$ cat config.mk
export PLATFORM = sky130hd
export DESIGN_NAME = inport_fifo
export DESIGN_NICKNAME = d
export VERILOG_FILES = /design/src/rtl/inport_fifo.sv
export SDC_FILE = /design/constraint.sdc
export NUM_CORES = 1
export LEC_CHECK = 0
export CAP_MARGIN = 20
export CORE_MARGIN = 10
export CORE_UTILIZATION = 30
export DETAILED_ROUTE_END_ITERATION = 10
export PLACE_DENSITY = 0.48
export SYNTH_ARGS = -nofsm -noshare
export SYNTH_HDL_FRONTEND = slang
export SYNTH_SLANG_ARGS = --single-unit
$ cat constraint.sdc
create_clock -name clk -period 4.8 [get_ports clk]
set_input_delay 1.2 -clock clk [delete_from_list [all_inputs] [get_ports clk]]
set_output_delay 1.2 -clock clk [all_outputs]
set_load 0.05 [all_outputs]
$ cat src/rtl/inport_fifo.sv
// inport_fifo: buffered CPU input port.
// An external device pushes words through a strobe/ready handshake into a
// circular FIFO. During an "in" instruction the CPU asserts InPortout to
// drive the oldest word onto the bus. The word is popped when InPortout
// falls, so a multi-cycle read always shows a stable value.
module inport_fifo #(
    parameter int DATA_W = 32,
    parameter int DEPTH  = 4,
    parameter int PTR_W  = $clog2(DEPTH)
) (
    input  logic              clk,
    input  logic              clr,
    input  logic [DATA_W-1:0] ext_data,
    input  logic              ext_strobe,
    output logic              ext_ready,
    input  logic              InPortout,
    output logic [DATA_W-1:0] bus_out,
    output logic [PTR_W:0]    count,
    output logic              empty,
    output logic              full,
    output logic              overflow,
    output logic              underflow,
    input  logic              clr_status
);

    localparam logic [PTR_W:0]   FULL_CNT = (PTR_W+1)'(DEPTH);
    localparam logic [PTR_W:0]   CNT_ONE  = (PTR_W+1)'(1);
    localparam logic [PTR_W-1:0] PTR_ONE  = PTR_W'(1);

    // Storage is not reset; its contents are don't-care while empty.
    logic [DATA_W-1:0] mem [DEPTH];

    logic [PTR_W-1:0] wr_ptr;
    logic [PTR_W-1:0] rd_ptr;
    logic             rd_q;

    logic pop_evt;
    logic push_ok;
    logic push_rej;
    logic pop_ok;
    logic pop_empty;

    // Status flags and handshake derived from the occupancy count.
    always_comb begin
        empty     = (count == '0);
        full      = (count == FULL_CNT);
        ext_ready = !full;
    end

    // Bus contribution: head word only while InPortout is high and data exists.
    always_comb begin
        bus_out = '0;
        if (InPortout && !empty) begin
            bus_out = mem[rd_ptr];
        end
    end

    // A pop is the falling edge of InPortout, seen one cycle after it drops.
    // A pop on a full FIFO frees a slot in the same edge, so the push is accepted.
    always_comb begin
        pop_evt   = rd_q && !InPortout;
        push_ok   = ext_strobe && (!full || pop_evt);
        push_rej  = ext_strobe && full && !pop_evt;
        pop_ok    = pop_evt && !empty;
        pop_empty = pop_evt && empty;
    end

    // Word storage write on an accepted push.
    always_ff @(posedge clk) begin
        if (push_ok) begin
            mem[wr_ptr] <= ext_data;
        end
    end

    // Pointers, count and registered read enable.
    always_ff @(posedge clk or posedge clr) begin
        if (clr) begin
            wr_ptr <= '0;
            rd_ptr <= '0;
            count  <= '0;
            rd_q   <= 1'b0;
        end else begin
            rd_q <= InPortout;
            if (push_ok) begin
                wr_ptr <= wr_ptr + PTR_ONE;
            end
            if (pop_ok) begin
                rd_ptr <= rd_ptr + PTR_ONE;
            end
            if (push_ok && !pop_ok) begin
                count <= count + CNT_ONE;
            end else if (pop_ok && !push_ok) begin
                count <= count - CNT_ONE;
            end
        end
    end

    // Sticky error flags; a new event in the same cycle wins over clr_status.
    always_ff @(posedge clk or posedge clr) begin
        if (clr) begin
            overflow  <= 1'b0;
            underflow <= 1'b0;
        end else begin
            if (push_rej) begin
                overflow <= 1'b1;
            end else if (clr_status) begin
                overflow <= 1'b0;
            end
            if (pop_empty) begin
                underflow <= 1'b1;
            end else if (clr_status) begin
                underflow <= 1'b0;
            end
        end
    end

endmodule

Word level (Yosys, flattened, before mapping) --
Memories as Yosys holds them, arrays and structs flattened. Index checks and enable logic that the tools add are counted.
Storage, ports and cells: memory bits (writable) 128, flip-flop bits (word level) 10, logic and storage cells 40, memories kept 1, output and inout bits 40, input bits 37
Operators by class: equal/unequal tests 1, mux-type cells 8, add/sub/neg operators 4, reduce and logical (&&, ||, !) cells 20
Memories:
- mem | depth 4, width 32, read ports 1, clocked after memory_dff 0, write ports 1, line 31 | logic [DATA_W-1:0] mem [DEPTH];
Operators by type and width (number):
- $mux 32 | 1
- $logic_and 1x1->1 | 9
- $logic_not 1->1 | 6
- $mux 3 | 2
- $reduce_bool 2->1 | 3
- $mux 1 | 5
- $add 2x1->2 const B | 2
- $add 3x1->3 const B | 1
- $eq 3x3->1 const B | 1
- $logic_not 3->1 | 1
- $sub 3x1->3 const B | 1
- $logic_or 1x1->1 | 1

Logic depth before layout (Yosys ltp) --
depth in word-level cells 8, gate-level depth with buffers 10, mapped depth without buffers 10

Least setup slack after synthesis --
OpenSTA, ideal clock, no wires.
path type reg2reg, from reg count[2], to reg count[1], buffers on the path 0, cell stages (with the launch flop) 9, period minus slack after synthesis 3372 ps, setup slack 1428 ps, setup time 125 ps, data arrival time 3247 ps, data required time 4675 ps, cell sequence dfrtp_1 > nor3b_2 > inv_1 > o21ai_2 > inv_1 > ha_1 > inv_1 > fa_1 > mux2_2
Between the ends: word-level cells in the longest chain between the ends 7, elaborated cells on any way between the ends 13, those cells by class eq/ne (1); mux (1); reduce/logical (11)
Ends and longest elaborated chain:
- start: declaration | line 18 | output logic [PTR_W:0] count,
- start signal: assignment | line 91 | count <= count + CNT_ONE;
- start signal: assignment | line 93 | count <= count - CNT_ONE;
- $eq 3x3->1 * | line 46 | full = (count == FULL_CNT);
- named net full | line 20 | output logic full,
- $logic_not 1->1 *
- named net ext_ready | line 15 | output logic ext_ready,
- $logic_or 1x1->1 * | line 62 | push_ok = ext_strobe && (!full || pop_evt);
- $logic_and 1x1->1 * | line 62
- named net push_ok | line 38 | logic push_ok;
- $logic_not 1->1 | line 92 | end else if (pop_ok && !push_ok) begin
- $logic_and 1x1->1 | line 92
- $reduce_bool 2->1 (no source line)
The timed path passes the listed nets; every way through them passes the cells marked *. A chain may end at the register's enable or synchronous reset.

Worst setup path in the final report --
from reg rd_ptr[0], to out bus_out[9]
Between the ends: word-level cells in the longest chain between the ends 2
Ends and longest elaborated chain:
- start: declaration | line 34 | logic [PTR_W-1:0] rd_ptr;
- start signal: assignment | line 88 | rd_ptr <= rd_ptr + PTR_ONE;
- $mem_v2 4x32
- $mux 32 | line 53 | if (InPortout && !empty) begin
- end: declaration | line 17 | output logic [DATA_W-1:0] bus_out,
No other way between the ends.

==> impl_metrics.tcl <==
set metrics [dict create \
    pwr-share-clk_pct 28.1 \
    core-area_um2 17800 \
    final_antenna_net_count 0 \
    initial_core_util_pct 30.3 \
    routed_wl_um 11500 \
    critPathMaxFanout 18 \
    first_global_vias 3019 \
    gp_congestion 0.662 \
    dieWidth_um 154 \
    ys.warnings.count 0 \
    hpwl_um 7140 \
    synthCells 256 \
    rows 49 \
    startpoint_type "register" \
    cts.sinks 138 \
    first_pass_iters 4 \
    required_ns 3.60 \
    wl_per_cell_um 19.6 \
    cts_made_buffers 17 \
    relSlewSlack_pct 38.5 \
    layout-drive-gt1-share_pct 30.1 \
    drc 0 \
    boundaryPins 77 \
    synthesis.area_um2 5410 \
    fin_crit_sh_pct 77.1 \
    cts_buffer_depth 2 \
    p_leak_nw 2.64 \
    timing.setup.tns_ns 0 \
    power_switching_mw 1.64 \
    final-setup-viol-count 0 \
    die_h_um 154 \
    power_frac_seq_pct 34.7 \
    gr-total-overflow 0 \
    path_cells "buf_4 -> mux4_2 -> and3_1 -> buf_12" \
    grt_use_total_pct 10.1 \
    h-tree-depth 4 \
    pre_cts_ws_ns 1.12 \
    hold_viol_final 0 \
    worst_pin_slew_ns 0.923 \
    die_area_um2 23800 \
    setup_ws_ns 1.10 \
    area_growth_pct 37.0 \
    final_cell_area_um2 7410 \
    vdd_drop_max_uv 415 \
    synth-seq-cells 138 \
    dpl-instance-area_um2 6750 \
    num-fill-cells 1588 \
    antenna_found_initial 1 \
    routed_via_density 4.63 \
    clk_latency_ns 0.42 \
    cts_setup_buffers 0 \
    finalClockSkew_ns 0.0113 \
    fin_nets 387 \
    syn_area_per_cell_um2 21.1 \
    comb_power_share_pct 37.2 \
    drt_iter0_markers 115 \
    internal_power_mw 3.46 \
    hold_buffers 0 \
    power.total_mw 5.10 \
    maxCapViolCount 0 \
    via_count 2714 \
    synthDistinctLibCells 24 \
    grt_pass1_wl_um 18000 \
    hp-class "register to register" \
    synth-seq-area-share_pct 75.7 \
    slew_violations 0 \
    status "finished clean" \
    synth_nets 299 \
    worstSetupPathType "register to output pin" \
    swShare_pct 32.1 \
    p_per_area_nw_per_um2 688 \
    cts_tree "done" \
    clk_pin_slew_ns 0.06 \
    cts_resized 0 \
    worst_path_max_delay_cell "dfrtp_2" \
    cp.arrival_ns 2.50 \
    fmax_mhz 270 \
    grt_max_degree 36 \
    portBuffers 76 \
    crit_path_end_kind "output pin" \
    cts-root-buf "clkbuf_16" \
    rsz0062_at_grt "no" \
    period_minus_slack_ns 3.70 \
    cpPeakStageDelay_ns 0.77 \
]
[layout make-up]
type / count / area (µm²) / area share [%]
Sequential cell: 138 / 4100 / 55.3
Timing Repair Buffer: 84 / 1140 / 15.4
Multi-Input combinational cell: 94 / 1200 / 16.1
Antenna cell: 1 / 2.50 / 0.0338
Clock buffer: 18 / 429 / 5.79
Tap cell: 229 / 287 / 3.87
Clock inverter: 13 / 224 / 3.02
Inverter: 9 / 33.8 / 0.456
[power by group through the flow]
stage                     registers (mW)  clock network [mW]  logic (mW)
final                               1.77                1.43        1.90
after global routing                1.81                1.53        2.01
after CTS                           1.78                1.47        1.94
after detailed placement            1.81                   0        1.94
after global placement              1.79                   0        1.93
after floorplan                     1.73                   0        1.17
[worst max-delay path: cells and delay by family, from the launching register on]
kind,cells,cell delay (ns)
flip-flops,1,0.77
buffers and inverters,2,0.53
multiplexers,1,0.53
AND/OR/NAND/NOR,1,0.24
[state kept, by name (all words and copies together) (netlist names)]
| register | count |
|---|---|
| overflow | 1 |
| rd_q | 1 |
| underflow | 1 |
| wr_ptr | 2 |
| mem | 128 |
| rd_ptr | 2 |
| count | 3 |
[layout by cell type, fill, tap and decap left out, types with 5 or more instances in the layout]
| cell | instances |
|---|---|
| and3_1 | 32 |
| buf_12 | 32 |
| buf_4 | 8 |
| bufinv_16 | 6 |
| clkbuf_16 | 17 |
| clkdlybuf4s50_1 | 44 |
| dfrtp_1 | 8 |
| edfxtp_1 | 128 |
| ha_1 | 5 |
| inv_1 | 9 |
| mux4_2 | 28 |
[per-layer routing]
metal	vias to the layer above	GRT usage [%]	wire (µm)
met2	58	16.9	5960
met3	6	4.35	638
li1	1217	-	-
met4	0	3.37	90
met5	-	0	0
met1	1433	11.4	4790
[worst paths after layout]
kind	start	to	slack (ns)	cells past startpoint
min in group asynchronous	clr	count[1]	1.06	2
hold reg to reg	count[2]	count[2]	0.51	1
setup reg to reg	count[0]	count[2]	2.44	9
setup / recovery	rd_ptr[0]	bus_out[9]	1.10	4
hold / removal	count[2]	count[2]	0.51	1
max in group asynchronous	clr	rd_ptr[1]	3.43	2
[cell families (layout without fill, tap and decap cells)]
| family | Yosys count | count (layout) | synth area share [%] |
|---|---|---|---|
| buffers and inverters | 24 | 124 | 2.29 |
| other | 0 | 1 | 0 |
| AND/OR/NAND/NOR | 45 | 45 | 5.14 |
| flip-flops | 138 | 138 | 75.7 |
| XOR/XNOR | 6 | 6 | 0.972 |
| adder cells (fa/ha/maj) | 6 | 6 | 1.53 |
| AO/OA/AOI/OAI | 3 | 3 | 0.370 |
| multiplexers | 34 | 34 | 14.0 |
[per-stage QoR]
stage                     cells  hold WS (ns)  util, %
after global placement      554         0.492     37.9
after floorplan             256         0.497        -
after CTS                   585         0.516     41.5
after detailed placement    554         0.508     37.9
final                       586         0.514     41.5
after global routing        585         0.547     41.5
[synthesized netlist by cell type]
library cell  number  share of area [%]
xnor2_1            4               0.65
buf_2              3               0.28
mux4_1             4                1.9
edfxtp_1         128                 71
nand2b_1           1               0.12
and3_1            36                4.2
o22ai_1            1               0.12
mux4_2            28                 12
mux2_2             2               0.42
ha_1               5                1.2
buf_6              4               0.83
fa_1               1               0.37
xor2_1             2               0.32
dfrtp_1           10                4.6
nand2_1            2               0.14
or3_1              1               0.12
nor2_1             1              0.069
nand3_1            2               0.19
inv_1              9               0.62
clkbuf_1           8               0.56
nor3b_2            1               0.23
nor2b_1            1               0.12
o21ai_2            1               0.16
o21ai_0            1              0.092
No activity file was read; power rests on OpenSTA's default activity.
